## src/rtl/instr_sequencer.sv

```systemverilog
// Multi-cycle FETCH/DECODE/EXEC/MEM/WB sequencer with req/ack memory
// handshakes, bounded wait timeout and a retired-instruction counter.
module instr_sequencer #(
    parameter logic [5:0] HALT_OPCODE = 6'b111111,
    parameter int         WAIT_MAX    = 15,
    parameter int         CNT_W       = 16
) (
    input  logic             clk,
    input  logic             rst,
    input  logic             start,
    input  logic [5:0]       opcode,
    input  logic             mem_r,
    input  logic             mem_w,
    input  logic             reg_w,
    input  logic             imem_ack,
    input  logic             dmem_ack,
    output logic             imem_req,
    output logic             ir_load,
    output logic             dmem_req,
    output logic             dmem_we,
    output logic             reg_we,
    output logic             pc_we,
    output logic             busy,
    output logic             halted,
    output logic             timeout_err,
    output logic [2:0]       state,
    output logic [CNT_W-1:0] retired
);

    localparam int WAIT_W = (WAIT_MAX < 2) ? 1 : $clog2(WAIT_MAX + 1);
    localparam logic [WAIT_W-1:0] WAIT_LIM = WAIT_W'(WAIT_MAX);

    typedef enum logic [2:0] {
        S_IDLE   = 3'd0,
        S_FETCH  = 3'd1,
        S_DECODE = 3'd2,
        S_EXEC   = 3'd3,
        S_MEM    = 3'd4,
        S_WB     = 3'd5,
        S_HALT   = 3'd6
    } state_t;

    state_t            st;
    logic [WAIT_W-1:0] wait_cnt;
    logic              mem_any;
    logic              wait_exp;

    assign mem_any  = mem_r | mem_w;
    assign wait_exp = (wait_cnt == WAIT_LIM);

    assign state    = st;
    assign imem_req = (st == S_FETCH);
    assign dmem_req = (st == S_MEM);
    assign dmem_we  = (st == S_MEM) & mem_w & ~mem_r;
    assign reg_we   = (st == S_WB);
    assign halted   = (st == S_HALT);
    assign busy     = (st == S_FETCH) | (st == S_DECODE) | (st == S_EXEC)
                    | (st == S_MEM) | (st == S_WB);

    assign ir_load  = (st == S_FETCH) & imem_ack;

    // Retire points: plain EXEC, store ack, and writeback.
    always_comb begin
        pc_we = 1'b0;
        unique case (1'b1)
            (st == S_EXEC): pc_we = ~mem_any & ~reg_w;
            (st == S_MEM):  pc_we = dmem_ack & ~mem_r;
            (st == S_WB):   pc_we = 1'b1;
            default:        pc_we = 1'b0;
        endcase
    end

    always_ff @(posedge clk) begin
        if (rst) begin
            st          <= S_IDLE;
            wait_cnt    <= '0;
            timeout_err <= 1'b0;
            retired     <= '0;
        end else begin
            if (pc_we)
                retired <= retired + 1'b1;
            unique case (st)
                S_IDLE: begin
                    if (start) begin
                        st       <= S_FETCH;
                        wait_cnt <= '0;
                    end
                end
                S_FETCH: begin
                    if (imem_ack) begin
                        st <= S_DECODE;
                    end else if (wait_exp) begin
                        st          <= S_HALT;
                        timeout_err <= 1'b1;
                    end else begin
                        wait_cnt <= wait_cnt + 1'b1;
                    end
                end
                S_DECODE: begin
                    st <= (opcode == HALT_OPCODE) ? S_HALT : S_EXEC;
                end
                S_EXEC: begin
                    wait_cnt <= '0;
                    if (mem_any)
                        st <= S_MEM;
                    else if (reg_w)
                        st <= S_WB;
                    else
                        st <= S_FETCH;
                end
                S_MEM: begin
                    if (dmem_ack) begin
                        st       <= mem_r ? S_WB : S_FETCH;
                        wait_cnt <= '0;
                    end else if (wait_exp) begin
                        st          <= S_HALT;
                        timeout_err <= 1'b1;
                    end else begin
                        wait_cnt <= wait_cnt + 1'b1;
                    end
                end
                S_WB: begin
                    st       <= S_FETCH;
                    wait_cnt <= '0;
                end
                S_HALT: st <= S_HALT;
                default: st <= S_HALT;
            endcase
        end
    end

endmodule

```

## config.mk

```make
export PLATFORM = sky130hd
export DESIGN_NAME = instr_sequencer
export DESIGN_NICKNAME = d
export VERILOG_FILES = /design/src/rtl/instr_sequencer.sv
export SDC_FILE = /design/constraint.sdc
export NUM_CORES = 1
export LEC_CHECK = 0
export BUFFER_PORTS_ARGS = -buffer_cell sky130_fd_sc_hd__buf_2
export CORE_MARGIN = 2
export CORE_UTILIZATION = 51
export DETAILED_ROUTE_END_ITERATION = 10
export PLACE_DENSITY_LB_ADDON = 0.15
export SYNTH_ARGS = -nofsm -noshare
export SYNTH_HDL_FRONTEND = slang
export SYNTH_SLANG_ARGS = --single-unit
```

## constraint.sdc

```tcl
create_clock -name clk -period 2.1 [get_ports clk]
set_clock_uncertainty 0.15 [all_clocks]
set_input_delay 0.315 -clock clk [delete_from_list [all_inputs] [get_ports clk]]
set_output_delay 0.315 -clock clk [all_outputs]
set_load 0.01 [all_outputs]
```

==> flow_metrics.tcl, run 1 <==
set metrics [dict create \
    critPathRequiredTime_ps 1630 \
    fp.dieH_um 56.61 \
    synth_seq_area_share 0.3404 \
    portBuffers 41 \
    yosys-top-cells-count "24 x dfxtp_1, 24 x nor2_1, 14 x a21oi_1, 14 x xnor2_1, 9 x nand2_1" \
    startpoint "state[0]" \
    drv_slew 0 \
    fillers 258 \
    multi_input_area_um2 880.8 \
    die_area_um2 3204 \
    drv_cap 0 \
    crit_slowest_cell "dfxtp_1" \
    synth_top_family_by_area "simple AND/OR/NAND/NOR gates" \
    cts_root_buf "clkbuf_4" \
    yosys.area.top_type_share 0.3404 \
    relSlewSlack 0.6992 \
    drt-initial-drc-count 44 \
    max-vdd-ir-drop_uv 408.4 \
    ant_nets 0 \
    synth_area_leaders "dfxtp_1 34%, xnor2_1 8.7%, nor2_1 6.4%" \
    path_cells "buf_4, nand4bb_1, inv_1, buf_2" \
    synthAdderAreaFrac 0.01773 \
    synth-simple-area-share 0.2757 \
    initial_core_util 0.5254 \
    hold_path_class "in2reg" \
    gr-total-overflow 0 \
    grt_pass1_vias 1219 \
    p_leak_nw 0.7307 \
    placedInstanceArea_um2 1649 \
    end_kind "primary output" \
    worstMarginPinSlew_ps 450.0 \
    synth_cell_types 44 \
    yosys_warnings 0 \
    stdcell_area_um2 1744 \
    grt_setup_unrepaired "false" \
    grt_max_degree 15 \
    numCtsBuffers 3 \
    drt-total-wl_um 3281 \
    regArea_um2 483.0 \
    fp.dieW_um 56.61 \
    synth_xor_xnor_area_share 0.08688 \
    syn_inst 164 \
    hold_violations 0 \
    grt_pass1_wl_um 5437 \
    regToRegStartpoint "state[2]" \
    drive_gt1_frac 0.3237 \
    synth_area_per_cell_um2 8.606 \
    finalNonFillerCells 238 \
    antenna_found_initial 0 \
    clock_latency_ps 320 \
    syn_area_um2 1411 \
    first_pass_iters 4 \
    setup_viol 0 \
    synth-async-reset-ratio 0 \
    setup_tns_ps 0 \
    avgViaCountPerCell 5.588 \
    synth_compound_area_frac 0.2305 \
    synth_ff_type "dfxtp_1" \
    grt.total_usage 0.2129 \
    drc 0 \
    path_max_fanout 13 \
    worstPathArrival_ps 1540 \
    slowest_delay_ps 560 \
    syn_nets 180 \
    postSynthRegisterBits 24 \
    vias 1330 \
    cts_max_path_buffers 2 \
    cts_tree "yes" \
    core.rowCount 19 \
    wire_per_inst_um 13.79 \
    layout.nets 224 \
    cp-start-kind "register" \
    status "finished clean" \
    clkTransAtPathRegs_ps 140 \
    max_freq_mhz 498.4 \
    synthMuxAreaShare 0.007092 \
    gp_congestion 0.8613 \
    cts_sinks 24 \
    power_density_nw_per_um2 538.3 \
    io_pins 42 \
    hp-start "rst" \
    coreArea_um2 2686 \
    syn_to_final_growth_pct 23.58 \
    hpwl_um 2317 \
    place_inst 232 \
    htreeDepth 1 \
    critPathKind "reg2out" \
    synth_top_area_cell "dfxtp_1" \
    period_share 0.9555 \
    antenna_cells 0 \
    layout_min_cycle_time_ps 2007 \
    synth_edf_count 0 \
]
per-layer routing:
metal / track usage / vias up / wire length [µm] / share of wire
li1: - / 679 / - / -
met1: 0.2935 / 612 / 1597 / 0.49
met2: 0.3422 / 35 / 1507 / 0.46
met3: 0.02304 / 4 / 146 / 0.044
met4: 0.07823 / 0 / 29 / 0.0088
met5: 0 / - / 0 / 0
area by class of cell:
type                    count  area share
clock buffers               3     0.01291
clock inverters             1     0.01722
inverters                   4    0.008608
multi-input cells         127      0.5050
flip-flops and latches     24      0.2769
well taps                  31     0.02224
repair buffers             48      0.1571
worst paths after layout:
check | endpoint | slack (ps) | cells after the start
max | ir_load | 90 | 4
min | retired[14] | 160 | 2
min reg2reg | timeout_err | 340 | 2
max reg2reg | retired[15] | 170 | 6
stage by stage:
stage	total power [mW]	utilization	worst slack, ps	hold WS, ps
2_1_floorplan	0.5593	-	291.5	334.7
3_3_place_gp	0.5999	0.6139	140.5	300.2
3_5_place_dp	0.6038	0.6139	37.48	315.2
4_1_cts	0.9442	0.6479	34.58	156.5
5_1_grt	0.9766	0.6493	7.992	159.9
6_report	0.9389	0.6493	93.45	158.6
cell families (layout without fill, tap and decap cells):
kind of cell / Yosys count / after routing
AND/OR/NAND/NOR: 68 / 68
adder cells (fa/ha/maj): 2 / 2
AO/OA/AOI/OAI: 42 / 42
multiplexers: 1 / 1
buffers and inverters: 13 / 56
XOR/XNOR: 14 / 14
flip-flops: 24 / 24
sequential cells by signal (all words and copies together), names as in the netlist:
register     cells
retired         16
wait_cnt         4
state            3
timeout_err      1
where the power goes:
group          total (mW)  switching, mW  leakage, nW  internal, mW
logic               0.127         0.0701        0.508        0.0566
registers           0.472         0.0101        0.195         0.462
clock network       0.341          0.147       0.0279         0.193
total               0.939          0.228        0.731         0.711
critical path, delay by kind of cell, from the launching register on:
| kind | cells | cell delay [ps] |
|---|---|---|
| buffers and inverters | 3 | 470 |
| DFF | 1 | 560 |
| and+or+nand+nor | 1 | 190 |
placed cells by master, fill, tap and decap left out, drive strengths merged:
cell	instances
buf	48
nor2	24
dfxtp	24
a21oi	14
xnor2	14
nand2	9
a211oi	6
nand3	6
a2111oi	6
inv	4
nand4	4
o21ai	4
nor2b	3
and2	3
and3	3
clkbuf	3
nand3b	3
nand2b	2
nor3b	2
nor3	2
a21o	2
o211ai	2
ha	2
nor4b	2
and2b	1
nand4bb	1
o21ba	1
o211a	1
a22oi	1
mux2i	1
and4	1
a31o	1
a31oi	1
or4b	1
o22ai	1
o31ai	1
or3b	1
o21a	1
bufinv	1
repair_timing:
item,CTS,global route
hold buffers,0,0
pin swaps,1,0
gates resized for setup,2,3
buffers inserted,2,0
endpoints found under the setup margin,1,2
Power figures use the tool's default switching activity.
==> inputs of run 2 (changes only) <==
- CORE_MARGIN: 2 -> default
==> flow_metrics.tcl, run 2 (same netlist as run 1, synthesis figures left out) <==
set metrics [dict create \
    status "finished clean" \
    vias 1357 \
    largest_reg_flops 16 \
    fp.dieW_um 54.61 \
    die_area_um2 2982 \
    largest-register "retired" \
    final_common_cell "buf_2" \
    avgViaCountPerCell 5.678 \
    holdPathStages 4 \
    drt-total-wl_um 3087 \
    hpwl_um 2205 \
    core.rowCount 18 \
    fp.dieH_um 54.61 \
    relSlewSlack 0.7253 \
    clock_latency_ps 310 \
    period_share 0.9194 \
    layout_min_cycle_time_ps 1931 \
    htreeDepth 1 \
    ant_nets 0 \
    antenna_found_initial 0 \
    cts_sinks 24 \
    drc 0 \
    r2r_slack_ps 180 \
    portBuffers 41 \
    gr-total-overflow 0 \
    path_max_fanout 9 \
    drv_cap 0 \
    regToRegStartpoint "state[2]" \
    first_pass_iters 4 \
    worstMarginPinSlew_ps 411.0 \
    critPathRequiredTime_ps 1630 \
    p_total_mw 0.8371 \
    grt_pass1_wl_um 4878 \
    drv_slew 0 \
    worstPathArrival_ps 1470 \
    antenna_cells 0 \
    cts_root_buf "clkbuf_4" \
    final_cell_mix "41 x buf_2, 24 x nor2_1, 21 x dfxtp_1" \
    io_pins 42 \
    max_freq_mhz 517.9 \
    grt_pass1_vias 1178 \
    setup_viol 0 \
    setup_tns_ps 0 \
    cts_tree "yes" \
    p_leak_nw 0.7248 \
    slowest_delay_ps 370 \
    cts_max_path_buffers 2 \
    syn_to_final_growth_pct 22.25 \
    crit_slowest_cell "dfxtp_2" \
    met1_usage 0.2782 \
    use_met3 0.01944 \
    layout.nets 226 \
    initial_core_util 0.5546 \
    gp_congestion 0.8252 \
    cpMostUsedCell "buf_4" \
    hold_violations 0 \
    top_usage_layer "met2" \
    numCtsBuffers 3 \
    wire_per_inst_um 12.92 \
    reg2reg_to "retired[11]" \
    setup_ws_ps 169.3 \
    cp-start-kind "register" \
    hold_path_class "in2reg" \
    cts_hold_buf 0 \
    power_density_nw_per_um2 485.2 \
    grt_max_degree 24 \
    drive_gt1_frac 0.3301 \
    end_kind "primary output" \
    grt_util_met2 0.3695 \
    drt-initial-drc-count 30 \
    dpl_worst_slack_ps 72.53 \
    clkTransAtPathRegs_ps 120 \
    grt.total_usage 0.2193 \
    min_to "state[0]" \
    worstRegToRegCells 6 \
    path_cells "buf_4, buf_4, nor3_1, a21oi_1, buf_2" \
    critPathKind "reg2out" \
    max-vdd-ir-drop_uv 385.6 \
    grt_setup_unrepaired "false" \
    coreArea_um2 2545 \
    hp-start "start" \
]
run 2: per-layer routing:
metal / vias up / wire [µm]
met4: 0 / 51
li1: 681 / -
met3: 6 / 187
met2: 59 / 1521
met1: 611 / 1326
met5: - / 0
run 2: area by class of cell:
type                       instances  area [µm²]
timing repair buffer              50       272.8
inverter                           4       15.01
clock buffer                       4       36.28
sequential                        24       484.2
tap                               30       37.54
multi-input combinational        127       879.6
fill                             223       819.5
run 2: per-stage QoR:
step | hold WS (ps) | cells | area, µm² | util
after global placement | 312.8 | 230 | 1640 | 0.6445
final | 233.4 | 239 | 1725 | 0.6780
after floorplan | 334.7 | 164 | 1411 | -
after global routing | 227.0 | 239 | 1725 | 0.6780
after CTS | 232.0 | 236 | 1699 | 0.6677
after detailed placement | 326.7 | 230 | 1640 | 0.6445
run 2: worst max-delay path by stage:
stage / from / endpoint / slack, ps / cells past startpoint
floorplan: state[1] / retired[7] / 290 / 6
global placement: dmem_ack / pc_we / 130 / 5
detailed placement: mem_r / retired[15] / 70 / 6
CTS: state[1] / pc_we / 30 / 4
global route: state[2] / retired[11] / 50 / 6
finish: state[0] / busy / 170 / 5
run 2: where the power goes:
group	internal, mW	total, mW	switching [mW]
Combinational	0.0583	0.130	0.0715
Sequential	0.462	0.470	0.00804
Clock	0.106	0.237	0.131
Total	0.626	0.837	0.211
run 2: what timing repair did:
item                       CTS  global route
cloned                       0             0
pin swaps                    1             0
resized for setup            1             3
setup endpoints to repair    1             4
setup buffers                2             3
run 2: worst max-delay path, delay by kind of cell, from the launching register on:
family	cells	cell delay, ps
AO/OA/AOI/OAI	1	60
flip-flops	1	370
buffers and inverters	3	480
AND/OR/NAND/NOR	1	240
